[src/rtl/seq_stream_arbiter.sv]
// rtl/seq_stream_arbiter.sv - round-robin word arbiter feeding a shared bit-serial detector
module seq_stream_arbiter #(
    parameter int NUM_REQ = 4,
    parameter int DATA_W  = 8,
    parameter int IDX_W   = 2
) (
    input  logic                      clk,
    input  logic                      reset_n,
    input  logic [NUM_REQ-1:0]        req_valid,
    input  logic [NUM_REQ*DATA_W-1:0] req_data,
    output logic [NUM_REQ-1:0]        req_ready,
    output logic                      fsm_clr,
    output logic                      ser_valid,
    output logic                      ser_bit,
    output logic                      ser_last,
    input  logic                      ser_ready,
    output logic                      done,
    output logic [IDX_W-1:0]          done_id,
    output logic                      busy
);

    localparam int CNT_W = (DATA_W > 1) ? $clog2(DATA_W) : 1;

    typedef enum logic [1:0] {
        IDLE  = 2'd0,
        CLEAR = 2'd1,
        SHIFT = 2'd2,
        DONE  = 2'd3
    } state_t;

    state_t             state;
    logic [IDX_W-1:0]   rr_ptr;
    logic [IDX_W-1:0]   grant_id;
    logic [DATA_W-1:0]  shreg;
    logic [CNT_W-1:0]   bit_cnt;

    logic               found;
    logic [IDX_W-1:0]   winner;
    logic [DATA_W-1:0]  win_data;
    logic               last_bit;

    // Round-robin search starting at rr_ptr, wrapping modulo NUM_REQ
    always_comb begin
        int j;
        found    = 1'b0;
        winner   = '0;
        win_data = '0;
        j        = 0;
        for (int k = 0; k < NUM_REQ; k++) begin
            j = int'(rr_ptr) + k;
            if (j >= NUM_REQ) begin
                j = j - NUM_REQ;
            end
            if (!found && req_valid[j]) begin
                found    = 1'b1;
                winner   = IDX_W'(j);
                win_data = req_data[j*DATA_W +: DATA_W];
            end
        end
    end

    // Accept strobe only exists in IDLE, and only for the search winner
    always_comb begin
        req_ready = '0;
        if (state == IDLE && found) begin
            req_ready[winner] = 1'b1;
        end
    end

    assign last_bit  = (bit_cnt == CNT_W'(DATA_W - 1));
    assign fsm_clr   = (state == CLEAR);
    assign ser_valid = (state == SHIFT);
    assign ser_bit   = (state == SHIFT) & shreg[0];
    assign ser_last  = (state == SHIFT) & last_bit;
    assign done      = (state == DONE);
    assign busy      = (state != IDLE);

    // Scheduler FSM: grant, clear the detector, shift the word out, report completion
    always_ff @(posedge clk or negedge reset_n) begin
        if (!reset_n) begin
            state    <= IDLE;
            rr_ptr   <= '0;
            grant_id <= '0;
            shreg    <= '0;
            bit_cnt  <= '0;
            done_id  <= '0;
        end else begin
            case (state)
                IDLE: begin
                    if (found) begin
                        shreg    <= win_data;
                        grant_id <= winner;
                        bit_cnt  <= '0;
                        state    <= CLEAR;
                    end
                end
                CLEAR: begin
                    state <= SHIFT;
                end
                SHIFT: begin
                    if (ser_ready) begin
                        shreg <= shreg >> 1;
                        if (last_bit) begin
                            // done_id is loaded here so it is valid during the done cycle
                            done_id <= grant_id;
                            state   <= DONE;
                        end else begin
                            bit_cnt <= bit_cnt + 1'b1;
                        end
                    end
                end
                DONE: begin
                    rr_ptr <= (grant_id == IDX_W'(NUM_REQ - 1)) ? '0 : grant_id + 1'b1;
                    state  <= IDLE;
                end
                default: begin
                    state <= IDLE;
                end
            endcase
        end
    end

endmodule
[config.mk]
export PLATFORM = sky130hd
export DESIGN_NAME = seq_stream_arbiter
export DESIGN_NICKNAME = d
export VERILOG_FILES = /design/src/rtl/seq_stream_arbiter.sv
export SDC_FILE = /design/constraint.sdc
export NUM_CORES = 1
export LEC_CHECK = 0
export ABC_CLOCK_PERIOD_IN_PS = 4190
export CAP_MARGIN = 20
export CORE_AREA = 2 2 72 74
export DETAILED_ROUTE_END_ITERATION = 10
export DIE_AREA = 0 0 74 76
export GPL_TIMING_DRIVEN = 1
export PLACE_DENSITY = 0.87
export SYNTH_ARGS = -nofsm -noshare
export SYNTH_HDL_FRONTEND = slang
export SYNTH_SLANG_ARGS = --single-unit
[constraint.sdc]
create_clock -name clk -period 4.19 [get_ports clk]
set_input_delay 1.257 -clock clk [delete_from_list [all_inputs] [get_ports clk]]
set_output_delay 1.257 -clock clk [all_outputs]
set_load 0.01 [all_outputs]
==> flow_summary.yaml <==
yosys:
  synth_cells: 256
  synth_top_area_cell: "dfrtp_1"
  synth_enable_flop_cells: 0
  synth_area_leaders: "dfrtp_1 19%, mux4_2 12%, mux2i_1 11%, mux2_2 6.4%, ha_1 6.1%"
  synthesis_warnings: 0
  seq_area_frac_synth: 0.193
  ys_dominant_reg_cell: "dfrtp_1"
  mappedNetlistArea_um2: 2460
  synth_seq_cells: 19
  yosysUniqueCellTypes: 40
  syn-num-nets: 307
  synth.most_common_cell: "nor2_1"
  synthDominantCellAreaShare: 0.193
  avgSynthCellArea_um2: 9.60
  synth_top_cells_by_count: "32 x nor2_1, 27 x mux2i_1, 19 x dfrtp_1"
  async_flop_share: 1.00
sta:
  grt_setup_unrepaired: "no"
  finalWorstPathRequiredPeriod_ns: 4.15
  finalCritPeriodShare: 0.990
  max_freq_mhz: 241
  finalSetupViolCount: 0
  final_max_slew_viol_count: 0
  finalHoldViolCount: 0
  final.setup_skew_ns: 0.00170
  actual_transition_at_the_worst_max_transition_pin_ns: 0.862
  relative_slew_slack: 0.424
pwr:
  power_density_nw_per_um2: 729
  overall_power_of_the_completed_layout_mw: 2.27
  cellLeakagePower_nw: 1.23
  irDropWorstVdd_uv: 502
global_routing:
  grt_start_max_net_pins: 49
  globalRoute.totalOverflow: 0
  grt_antenna_before_repair: 0
  grt_pass1_vias: 2271
  grt_pass1_wl_um: 10800
  global_route.usage.total: 0.235
min_path:
  timing.hold.worst_path_depth: 1
  worstHoldPathType: "flip-flop to flip-flop"
  holdPathEnd: "bit_cnt[1]"
  timing.hold.worst.start: "bit_cnt[1]"
die:
  initial_utilization: 0.501
  core_um2: 4910
  die_h_um: 76
  placementRows: 26
  fp.dieArea_um2: 5620
  boundaryPins: 51
  die_width_um: 74
critical_path:
  cp_data_arrival_time_ns: 2.89
  crit_path_start_kind: "input pin"
  reg2reg_setup_slack_ns: 1.48
  worstReg2RegStart: "rr_ptr[0]"
  critical_path_buf_inv_count: 3
  crit_family: "buffers and inverters"
  criticalPathCategory: "input pin to output port"
  timing.critical_path.slowest_cell_delay_ns: 0.48
  crit_path_top_delay_cell: "mux4_2"
  critical_path.endpoint_type: "output port"
  critical_path.reg2reg.endpoint: "shreg[0]"
  crit_chain: "clkdlybuf4s15_1, mux4_2, nor2b_4, o21ai_2, a21oi_2, buf_4, nor2b_2, buf_2"
  timing.reg2reg.worst_path_depth: 8
  crit_path_max_fanout: 4
  crit_required_ns: 2.93
clock_network:
  clkSlewWorstSetupHoldPaths_ns: 0.07
  cts-htree-levels: 1
  cts_made_buffers: 3
  clkLatencyLatePin_ns: 0.26
  cts.sink_count: 19
  clock_path_buffers: 2
  cts.root.buffer_cell: "clkbuf_8"
  cts_tree: "built"
  cts-hold-fix-buffers: 0
routing:
  via_per_inst: 6.11
  route.detailed.wl_per_inst_um: 16.8
  drtIter0Drc: 230
  routed_wl_um: 6320
  detail_route.first_pass.iterations: 4
  route.detailed.drc: 0
  ant_nets: 0
  detailroute.via_count: 2303
final_layout:
  insertedDiodeCount: 0
  design_area_um2: 3110
  final_net_count: 359
  post_route_cells_drive_above_1_share: 0.274
  layout-area-overhead-vs-synth_pct: 26.3
placement:
  globalplace.congestion: 0.823
  port_buffers: 50
  dp.final_hpwl_um: 4620
  cell_area_after_placement_um2: 3050
outcome:
  status: "finished, final reports clean"
job:
  maxCapViolations: 0
==> layer usage <==
metal,wire [um],GRT usage,share of wire,up-vias
li1,-,-,-,1112
met1,2840,0.342,0.45,1090
met2,3060,0.367,0.48,87
met3,326,0.0159,0.052,14
met4,93,0.0800,0.015,0
met5,0,0,0,-
==> through the flow <==
step	setup slack [ns]	utilization	instances	TNS (ns)	hold slack (ns)
after floorplan	0.0608	-	256	0	0.470
after global placement	-0.550	0.622	372	-1.99	0.489
after detailed placement	-0.613	0.622	372	-2.16	0.500
after CTS	0.00217	0.633	377	0	0.516
after global routing	0.00318	0.632	377	0	0.533
final	0.0431	0.632	377	0	0.511
==> timing repair <==
action                                 4_1_cts  5_1_grt
pin swaps                                    2        1
resized for setup                           23        3
endpoints found under the hold margin        0        0
setup endpoints to repair                    4        3
buffers inserted                             1        0
==> flip-flops by register name, indices dropped and copies added, names as in the netlist <==
name,count
state,2
bit_cnt,3
rr_ptr,2
grant_id,2
done_id,2
shreg,8
==> cell type report <==
| class | instances | area (um^2) |
|---|---|---|
| clock buffer | 3 | 41.3 |
| clock inverter | 1 | 5.00 |
| fill | 396 | 1810 |
| inverter | 7 | 26.3 |
| multi-input combinational | 206 | 1830 |
| sequential | 19 | 477 |
| tap | 70 | 87.6 |
| timing repair buffer | 71 | 637 |
==> cell usage in the layout (no fill, tap or decap), types with 5 or more instances in the layout <==
master | netlist | final
clkdlybuf4s50_1 | 0 | 42
nor2_1 | 32 | 32
mux4_2 | 13 | 13
buf_4 | 4 | 21
a221oi_1 | 14 | 14
ha_1 | 12 | 12
mux2_2 | 14 | 14
a221oi_2 | 7 | 7
o221a_2 | 8 | 8
nand2_1 | 15 | 15
inv_1 | 6 | 6
o21ai_0 | 12 | 12
dfrtp_1 | 19 | 18
a21oi_1 | 7 | 5
o221ai_1 | 9 | 9
mux2i_1 | 27 | 27
o22ai_1 | 7 | 7
==> worst max path at each step <==
stage	from	to	slack, ns	cells past startpoint
2_1_floorplan	rr_ptr[0]	req_ready[1]	0.06	12
3_3_place_gp	req_valid[0]	req_ready[0]	-0.55	7
3_5_place_dp	req_valid[0]	req_ready[0]	-0.61	7
4_1_cts	req_valid[0]	req_ready[0]	0.002	8
5_1_grt	req_valid[2]	req_ready[0]	0.003	8
6_report	req_valid[2]	req_ready[0]	0.04	8
==> report_power, final <==
part	leakage, nW	internal, mW	switching [mW]	total (mW)
Clock	0.0255	0.0662	0.0635	0.130
Combinational	0.974	0.843	0.971	1.81
Sequential	0.229	0.265	0.0579	0.322
==> cell families (layout without fill, tap and decap cells) <==
group,after synthesis,count (layout),synth area share
multiplexers,54,54,0.293
AND/OR/NAND/NOR,66,66,0.128
flip-flops,19,19,0.193
buffers and inverters,31,82,0.0692
AO/OA/AOI/OAI,74,74,0.255
adder cells (fa/ha/maj),12,12,0.0611
Power figures use the tool's default switching activity.
